===== src/rtl/mem_arbiter.sv =====
// mem_arbiter: shares the single-port backing data memory between the
// data-cache refill engine (port 0), the instruction-cache refill engine
// (port 1) and the store-buffer drain (port 2). Ownership lasts for a whole
// burst, grants are registered, and priority rotates after every grant.
// The owner's command is steered onto the memory bus, read data is broadcast,
// and two saturating counters report contention.
module mem_arbiter #(
   parameter int NUM_PORTS  = 3,
   parameter int STAT_WIDTH = 16
) (
   input  logic                      clk,
   input  logic                      reset,
   input  logic [NUM_PORTS-1:0]      req,
   output logic [NUM_PORTS-1:0]      gnt,
   input  logic [NUM_PORTS-1:0]      p_read_en,
   input  logic [NUM_PORTS-1:0]      p_write_en,
   input  logic [32*NUM_PORTS-1:0]   p_addr,
   input  logic [32*NUM_PORTS-1:0]   p_wdata,
   input  logic [4*NUM_PORTS-1:0]    p_byte_en,
   output logic [31:0]               p_rdata,
   output logic                      mem_read_en,
   output logic                      mem_write_en,
   output logic [31:0]               mem_addr,
   output logic [31:0]               mem_wdata,
   output logic [3:0]                mem_byte_en,
   input  logic [31:0]               mem_rdata,
   output logic                      busy,
   output logic [STAT_WIDTH-1:0]     stat_wait_cycles,
   output logic [STAT_WIDTH-1:0]     stat_switches
);

   typedef enum logic {
      IDLE  = 1'b0,
      OWNED = 1'b1
   } state_t;

   localparam logic [STAT_WIDTH-1:0] STAT_ONE = {{(STAT_WIDTH-1){1'b0}}, 1'b1};
   localparam logic [STAT_WIDTH-1:0] STAT_MAX = {STAT_WIDTH{1'b1}};

   state_t                  state_q, state_d;
   logic [1:0]              owner_q, owner_d;
   logic [1:0]              lastOwner_q, lastOwner_d;
   logic [2:0]              gnt_q, gnt_d;
   logic [STAT_WIDTH-1:0]   waitCnt_q, waitCnt_d;
   logic [STAT_WIDTH-1:0]   switchCnt_q, switchCnt_d;

   logic [2:0]              ownerMask;
   logic [2:0]              otherReqs;
   logic                    ownerActive;
   logic                    switchInc;
   logic                    waitHit;

   // First requesting port in rotating order last+1, last+2, last+3 (mod 3).
   // Scanning from the lowest priority upward lets the highest one win.
   function automatic logic [1:0] pickNext(input logic [2:0] r, input logic [1:0] last);
      logic [1:0] pick;
      logic [1:0] idx;
      pick = 2'd0;
      for (int k = 3; k >= 1; k--) begin
         idx = 2'((int'(last) + k) % 3);
         if (r[idx]) pick = idx;
      end
      return pick;
   endfunction

   assign ownerMask   = 3'b001 << owner_q;
   assign otherReqs   = req & ~ownerMask;
   assign ownerActive = (state_q == OWNED) && req[owner_q];
   assign waitHit     = |(req & ~gnt_q);

   // State, ownership, grant and statistics registers; reset drops the bus at once.
   always_ff @(posedge clk or posedge reset) begin
      if (reset) begin
         state_q     <= IDLE;
         owner_q     <= 2'd0;
         lastOwner_q <= 2'd2;
         gnt_q       <= 3'b000;
         waitCnt_q   <= '0;
         switchCnt_q <= '0;
      end else begin
         state_q     <= state_d;
         owner_q     <= owner_d;
         lastOwner_q <= lastOwner_d;
         gnt_q       <= gnt_d;
         waitCnt_q   <= waitCnt_d;
         switchCnt_q <= switchCnt_d;
      end
   end

   // Arbitration: grant from idle, hold while the owner requests, and on
   // release hand over to another requester on the same edge if one is waiting.
   always_comb begin
      state_d     = state_q;
      owner_d     = owner_q;
      lastOwner_d = lastOwner_q;
      gnt_d       = gnt_q;
      switchInc   = 1'b0;
      case (state_q)
         IDLE: begin
            if (|req) begin
               state_d     = OWNED;
               owner_d     = pickNext(req, lastOwner_q);
               lastOwner_d = pickNext(req, lastOwner_q);
               gnt_d       = 3'b001 << pickNext(req, lastOwner_q);
            end else begin
               gnt_d = 3'b000;
            end
         end
         OWNED: begin
            if (!req[owner_q]) begin
               if (|otherReqs) begin
                  owner_d     = pickNext(otherReqs, owner_q);
                  lastOwner_d = pickNext(otherReqs, owner_q);
                  gnt_d       = 3'b001 << pickNext(otherReqs, owner_q);
                  switchInc   = 1'b1;
               end else begin
                  state_d = IDLE;
                  gnt_d   = 3'b000;
               end
            end
         end
         default: begin
            state_d = IDLE;
            gnt_d   = 3'b000;
         end
      endcase
   end

   // Saturating contention counters: waiting cycles and back-to-back handovers.
   always_comb begin
      waitCnt_d   = waitCnt_q;
      switchCnt_d = switchCnt_q;
      if (waitHit && (waitCnt_q != STAT_MAX)) waitCnt_d = waitCnt_q + STAT_ONE;
      if (switchInc && (switchCnt_q != STAT_MAX)) switchCnt_d = switchCnt_q + STAT_ONE;
   end

   // Command mux: only an owner that still requests drives the bus; write beats read.
   always_comb begin
      mem_read_en  = 1'b0;
      mem_write_en = 1'b0;
      mem_addr     = 32'h0;
      mem_wdata    = 32'h0;
      mem_byte_en  = 4'h0;
      if (ownerActive) begin
         mem_write_en = p_write_en[owner_q];
         mem_read_en  = p_read_en[owner_q] & ~p_write_en[owner_q];
         mem_addr     = p_addr[{owner_q, 5'b00000} +: 32];
         mem_wdata    = p_wdata[{owner_q, 5'b00000} +: 32];
         mem_byte_en  = p_byte_en[{owner_q, 2'b00} +: 4];
      end
   end

   assign gnt              = gnt_q;
   assign busy             = (state_q == OWNED);
   assign p_rdata          = mem_rdata;
   assign stat_wait_cycles = waitCnt_q;
   assign stat_switches    = switchCnt_q;

endmodule


===== config.mk =====
export PLATFORM = sky130hd
export DESIGN_NAME = mem_arbiter
export DESIGN_NICKNAME = d
export VERILOG_FILES = /design/src/rtl/mem_arbiter.sv
export SDC_FILE = /design/constraint.sdc
export NUM_CORES = 1
export LEC_CHECK = 0
export BUFFER_PORTS_ARGS = -buffer_cell sky130_fd_sc_hd__buf_2
export CAP_MARGIN = 30
export CORE_AREA = 2 2 148 150
export CTS_CLUSTER_DIAMETER = 150
export CTS_CLUSTER_SIZE = 14
export DETAILED_ROUTE_END_ITERATION = 10
export DIE_AREA = 0 0 150 152
export HOLD_SLACK_MARGIN = 0.08
export PLACE_DENSITY = 0.45
export SYNTH_ARGS = -nofsm -noshare
export SYNTH_HDL_FRONTEND = slang
export SYNTH_SLANG_ARGS = --single-unit

===== constraint.sdc =====
create_clock -name clk -period 5.18 [get_ports clk]
set_clock_uncertainty 0.2 [all_clocks]
set_input_delay 0.777 -clock clk [delete_from_list [all_inputs] [get_ports clk]]
set_output_delay 0.777 -clock clk [all_outputs]
set_load 0.01 [all_outputs]

---- Word level (Yosys, flattened, before mapping) ----
Cells that the tools add are included.
storage, ports and cells
  flip-flop bits (word level) ............. 40
  bits of input ports ..................... 247
  word-level logic and storage cells ...... 97
cells by class
  add/subtract/negate cells ............... 8
  div/mod/pow operators ................... 6
  $lt $le $gt $ge ......................... 7
  eq/ne operators ......................... 5
  shift operators ......................... 6
  muxes and demuxes ....................... 45
  bitwise logic cells ..................... 7
  reduce and logical (&&, ||, !) cells .... 7
operator list
  cell                                                         number
  remainder unit 32 x 3 -> 32 bit (second input constant)      6
  variable part select 96 x 8 -> 32 bit                        2
  2-to-1 mux 32 bit                                            2
  adder 16 x 1 -> 16 bit (second input constant)               2
  != test 16 bit (second input constant)                       2
  2-to-1 mux 2 bit                                             11
  less-than comparator 2 x 3 -> 1 bit (second input constant)  7
  binary-select mux 1 bit (select 2 bit)                       9
  2-to-1 mux 1 bit                                             16
  adder 2 x 2 -> 3 bit (second input constant)                 4
  variable part select 12 x 5 -> 4 bit                         1
  2-to-1 mux 3 bit                                             3
  OR reduction 3 bit                                           3
  << shifter 1 x 2 -> 3 bit (first input constant)             3
  adder 2 x 1 -> 3 bit (second input constant)                 2
  bitwise AND 3 bit                                            2
  NOT 3 bit                                                    2
  case mux 3 bit (2 select lines)                              1
  2-to-1 mux 4 bit                                             1
  != test 2 bit (second input constant)                        2
  case mux 2 bit (2 select lines)                              1
  logical AND 1 bit                                            3
  AND reduction 3 bit                                          1
  != test 2 x 1 -> 1 bit (second input constant)               1
  other kinds (3)                                              4

---- Logic depth before layout (Yosys ltp) ----
  depth after elaboration ................. 15
  mapped depth ............................ 10

---- Worst setup path after synthesis ----
No wires, ideal clock.
  path kind ............................... reg2reg
  from .................................... register owner_q[0]
  to ...................................... register gnt_q[0], in the netlist gnt[0]
  library setup time ...................... 83 ps
  arrival ................................. 2386 ps
  setup slack ............................. 2511 ps
  stages on the path, launching flop included .. 9
  path buffers ............................ 2
  path through ............................ dfrtp_1 > buf_2 > buf_2 > inv_1 > ha_1 > or2b_1 > a21oi_1 > mux2_2 > o21ai_0
between the ends
  word-level cells in the longest chain between the ends .. 15
ends and longest elaborated chain
  item                                                                      line  source
  start, declared                                                           41    logic [1:0] owner_q, owner_d;
  start signal, assigned                                                    82    owner_q <= owner_d;
  branches (longest 15 deep; another with remainder unit 32 x 3 -> 32 bit)  --
  end signal, assigned                                                      84    gnt_q <= gnt_d;
  end, declared                                                             43    logic [2:0] gnt_q, gnt_d;
Several ways; the timed one is not identified. The select of a mux whose other input is x is not followed.
A chain may end at the register's enable or synchronous reset.

---- Worst setup path after layout ----
  from .................................... register owner_q[0]
  to ...................................... output mem_read_en
between the ends
  word-level cells in the longest chain between the ends .. 5
ends and longest elaborated chain
  item                                    line  source
  binary-select mux 1 bit (select 2 bit)  146   mem_read_en = p_read_en[owner_q] & ~p_write_en[owner_q];
  2-to-1 mux 1 bit (not written as such)  146
  NOT 1 bit                               146
  bitwise AND 1 bit                       146
  2-to-1 mux 1 bit (*)                    144   if (ownerActive) begin
  end, declared                           21    output logic mem_read_en,
Mark *: on every way between the ends. The rest lies on a longest branch, timed or not. The select of a mux whose other input is x is not followed.

==> impl_metrics.json <==
{
  "top_layer_used": "met4",
  "syn_inst": 556,
  "tightestPinTransition_ns": 0.940,
  "outcome": "finished, final reports clean",
  "grt_max_degree": 53,
  "synth_nets": 814,
  "wl_met1_um": 8050,
  "io_pins": 385,
  "routed_via_density": 4.51,
  "clk_pin_slew_ns": 0.06,
  "hpwl_um": 16800,
  "worstPathCellList": "buf_4 > mux2i_1 > nor2_1 > a21oi_1 > and3_1 > buf_2",
  "rsz0062_at_grt": "false",
  "met3_wirelength_um": 1010,
  "ys_warn_count": 0,
  "drive_gt1_share_pct": 43.0,
  "clk_path_buf_depth": 2,
  "cts_resized": 0,
  "cts_buffers": 5,
  "drt_iter0_drc": 210,
  "syn_area_per_cell_um2": 7.52,
  "critPathArrivalTime_ns": 3.06,
  "dieHeight_um": 152,
  "rr_worst_depth": 7,
  "dieArea_um2": 22800,
  "worstSetupStartpointType": "flop",
  "antenna_found_initial": 13,
  "drtPass1Iterations": 4,
  "rr_endpoint": "stat_switches[1]",
  "detail-route-antenna-nets": 0,
  "worstHoldPathType": "flop to flop",
  "ys_seq_area_share_pct": 23.4,
  "path_max_fanout": 51,
  "final_nets": 1082,
  "grt.total_usage_pct": 17.1,
  "syn_area_um2": 4180,
  "period_needed_ns": 4.04,
  "yosysTopAreaCellShare_pct": 22.7,
  "reg2reg_slack_ns": 2.15,
  "h-tree-depth": 2,
  "cp-startpoint": "owner_q[0]",
  "drc": 0,
  "tns_ns": 0,
  "crit_type": "flop to primary output",
  "finalSetupViolCount": 0,
  "clkLatencyLatePin_ns": 0.27,
  "finalCritPeriodShare_pct": 78.0,
  "core-area_um2": 21400,
  "gp_congestion": 0.831,
  "critical_path.slowest_cell": "buf_4",
  "p_leak_nw": 3.12,
  "post-route-util_pct": 28.2,
  "root_buffer": "clkbuf_16",
  "ys_top_cells_by_area": "dfrtp_1 23%, mux2i_1 17%, nor2_1 13%",
  "grt-ovfl-total": 0,
  "grt_pass1_vias": 4834,
  "power_density_nw_per_um2": 432,
  "critPathCaptureType": "primary output",
  "post_cts_buffers": 0,
  "ys.flop_type": "dfrtp_1",
  "cp.required_ns": 4.20,
  "fmax_mhz": 247,
  "synthToLayoutAreaGrowth_pct": 43.9,
  "critPathCapture": "mem_read_en",
  "slowest_delay_ns": 0.80,
  "grt_pass1_wl_um": 29800,
  "async_flop_share_pct": 100,
  "drt-total-wl_um": 20300,
  "yosysTopAreaCell": "dfrtp_1",
  "routedWlPerCell_um": 18.4,
  "cts_hold_buf": 0,
  "io_buffer_count": 320,
  "ir_worst_vdd_uv": 147,
  "finalHoldViolations": 0,
  "die_w_um": 150,
  "synth-edff-count": 0,
  "reg2reg_from": "owner_q[1]",
  "drv_slew": 0,
  "hp-start": "stat_wait_cycles[13]",
  "start_util_pct": 19.6,
  "via_count": 4985,
  "slew_headroom_pct": 37.3,
  "cts_sinks": 39,
  "cts_tree": "built",
  "synth-seq-cells": 39,
  "routed-wl-met2_um": 10700,
  "rows": 54,
  "maxCapViolations": 0,
  "synth_cell_types": 50
}
cells in the mapped netlist, types with 2 or more instances:
cell      count
or2_2         2
nand2b_1      3
inv_1        10
nand3b_1      2
and3_1        8
a21oi_1      74
nand3_2       2
nand2_1      11
nor3_2        2
nand3_1      21
dfrtp_1      38
xor2_1        2
nor2_1      147
o21ai_0       7
nor2b_1       6
mux2i_1      72
buf_1         2
buf_4        32
a31oi_1       3
clkbuf_1     19
o31ai_1       2
and4_1        5
ha_1         11
o211ai_1      2
mux2_2        2
nand4_1       8
buf_2        12
a22oi_1       2
and4_4        3
nor3_1        2
xnor2_1      25
critical path, delay by kind of cell, from the launching register on:
family                 cells  cell delay [ns]
muxes                      1             0.40
DFF                        1             0.74
and+or+nand+nor            2             0.31
AOI/OAI and AO/OA          1             0.37
buffers and inverters      2             0.93
registers in the layout (all words and copies together), names as in the netlist:
name,cells
lastOwner_q,1
stat_wait_cycles,16
gnt,3
stat_switches,16
busy,1
owner_q,2
metrics by stage:
stage | hold WS [ns] | cells | power (mW) | instance area [µm²] | setup slack (ns)
2_1_floorplan | 0.297 | 556 | 1.62 | 4180 | 2.51
3_3_place_gp | 0.282 | 1096 | 2.23 | 5810 | 1.33
3_5_place_dp | 0.281 | 1097 | 2.23 | 5830 | 1.35
4_1_cts | 0.293 | 1105 | 2.64 | 6020 | 1.04
5_1_grt | 0.310 | 1105 | 2.82 | 6020 | 0.978
6_report | 0.285 | 1106 | 2.60 | 6020 | 1.14
cell type report:
cell class,count,area (µm²)
inverters,10,37.5
clock inverters,2,60.1
well taps,280,350
repair buffers,326,1660
diodes,1,2.50
flip-flops and latches,39,982
multi-input cells,442,2800
fillers,2490,15300
clock buffers,6,129
layout by cell type, fill, tap and decap left out, types with 5 or more instances in the layout:
cell / Yosys / routed
nand3_1: 21 / 21
buf_4: 32 / 5
clkbuf_16: 0 / 5
mux2i_1: 72 / 72
nor2_1: 147 / 146
nand4_1: 8 / 8
nand2_1: 11 / 10
dfrtp_1: 38 / 36
a21oi_1: 74 / 74
buf_2: 12 / 320
o21ai_0: 7 / 7
and4_1: 5 / 5
nor2b_1: 6 / 6
inv_1: 10 / 10
ha_1: 11 / 11
xnor2_1: 25 / 25
and3_1: 8 / 8
power by group:
group	switching, mW	internal, mW	total (mW)
combinational	0.980	0.693	1.67
sequential	0.152	0.383	0.535
clock	0.117	0.276	0.393
total	1.25	1.35	2.60
cells by family (layout without fill, tap and decap cells):
| family | count (synthesis) | count (layout) | synth area share, % |
|---|---|---|---|
| AO/OA/AOI/OAI | 98 | 98 | 13.3 |
| buffers and inverters | 75 | 344 | 9.96 |
| flip-flops | 39 | 39 | 23.4 |
| other | 0 | 1 | 0 |
| adder cells (fa/ha/maj) | 11 | 11 | 3.29 |
| multiplexers | 76 | 76 | 18.4 |
| XOR/XNOR | 27 | 27 | 5.65 |
| AND/OR/NAND/NOR | 230 | 230 | 26.0 |
worst min path at each step:
stage / slack [ns] / depth (start not counted) / end
after detailed placement: 0.28 / 1 / stat_wait_cycles[8]
final: 0.29 / 1 / stat_wait_cycles[13]
after global placement: 0.28 / 1 / stat_switches[6]
after CTS: 0.29 / 1 / stat_wait_cycles[8]
after floorplan: 0.30 / 2 / lastOwner_q[1]
after global routing: 0.31 / 1 / stat_switches[11]
per-layer routing:
metal | GRT usage, % | vias to the layer above
met4 | 3.37 | 0
met1 | 20.0 | 2298
met2 | 32.6 | 213
met5 | 0 | -
li1 | - | 2424
met3 | 2.58 | 50
No activity file was read; power rests on OpenSTA's default activity.
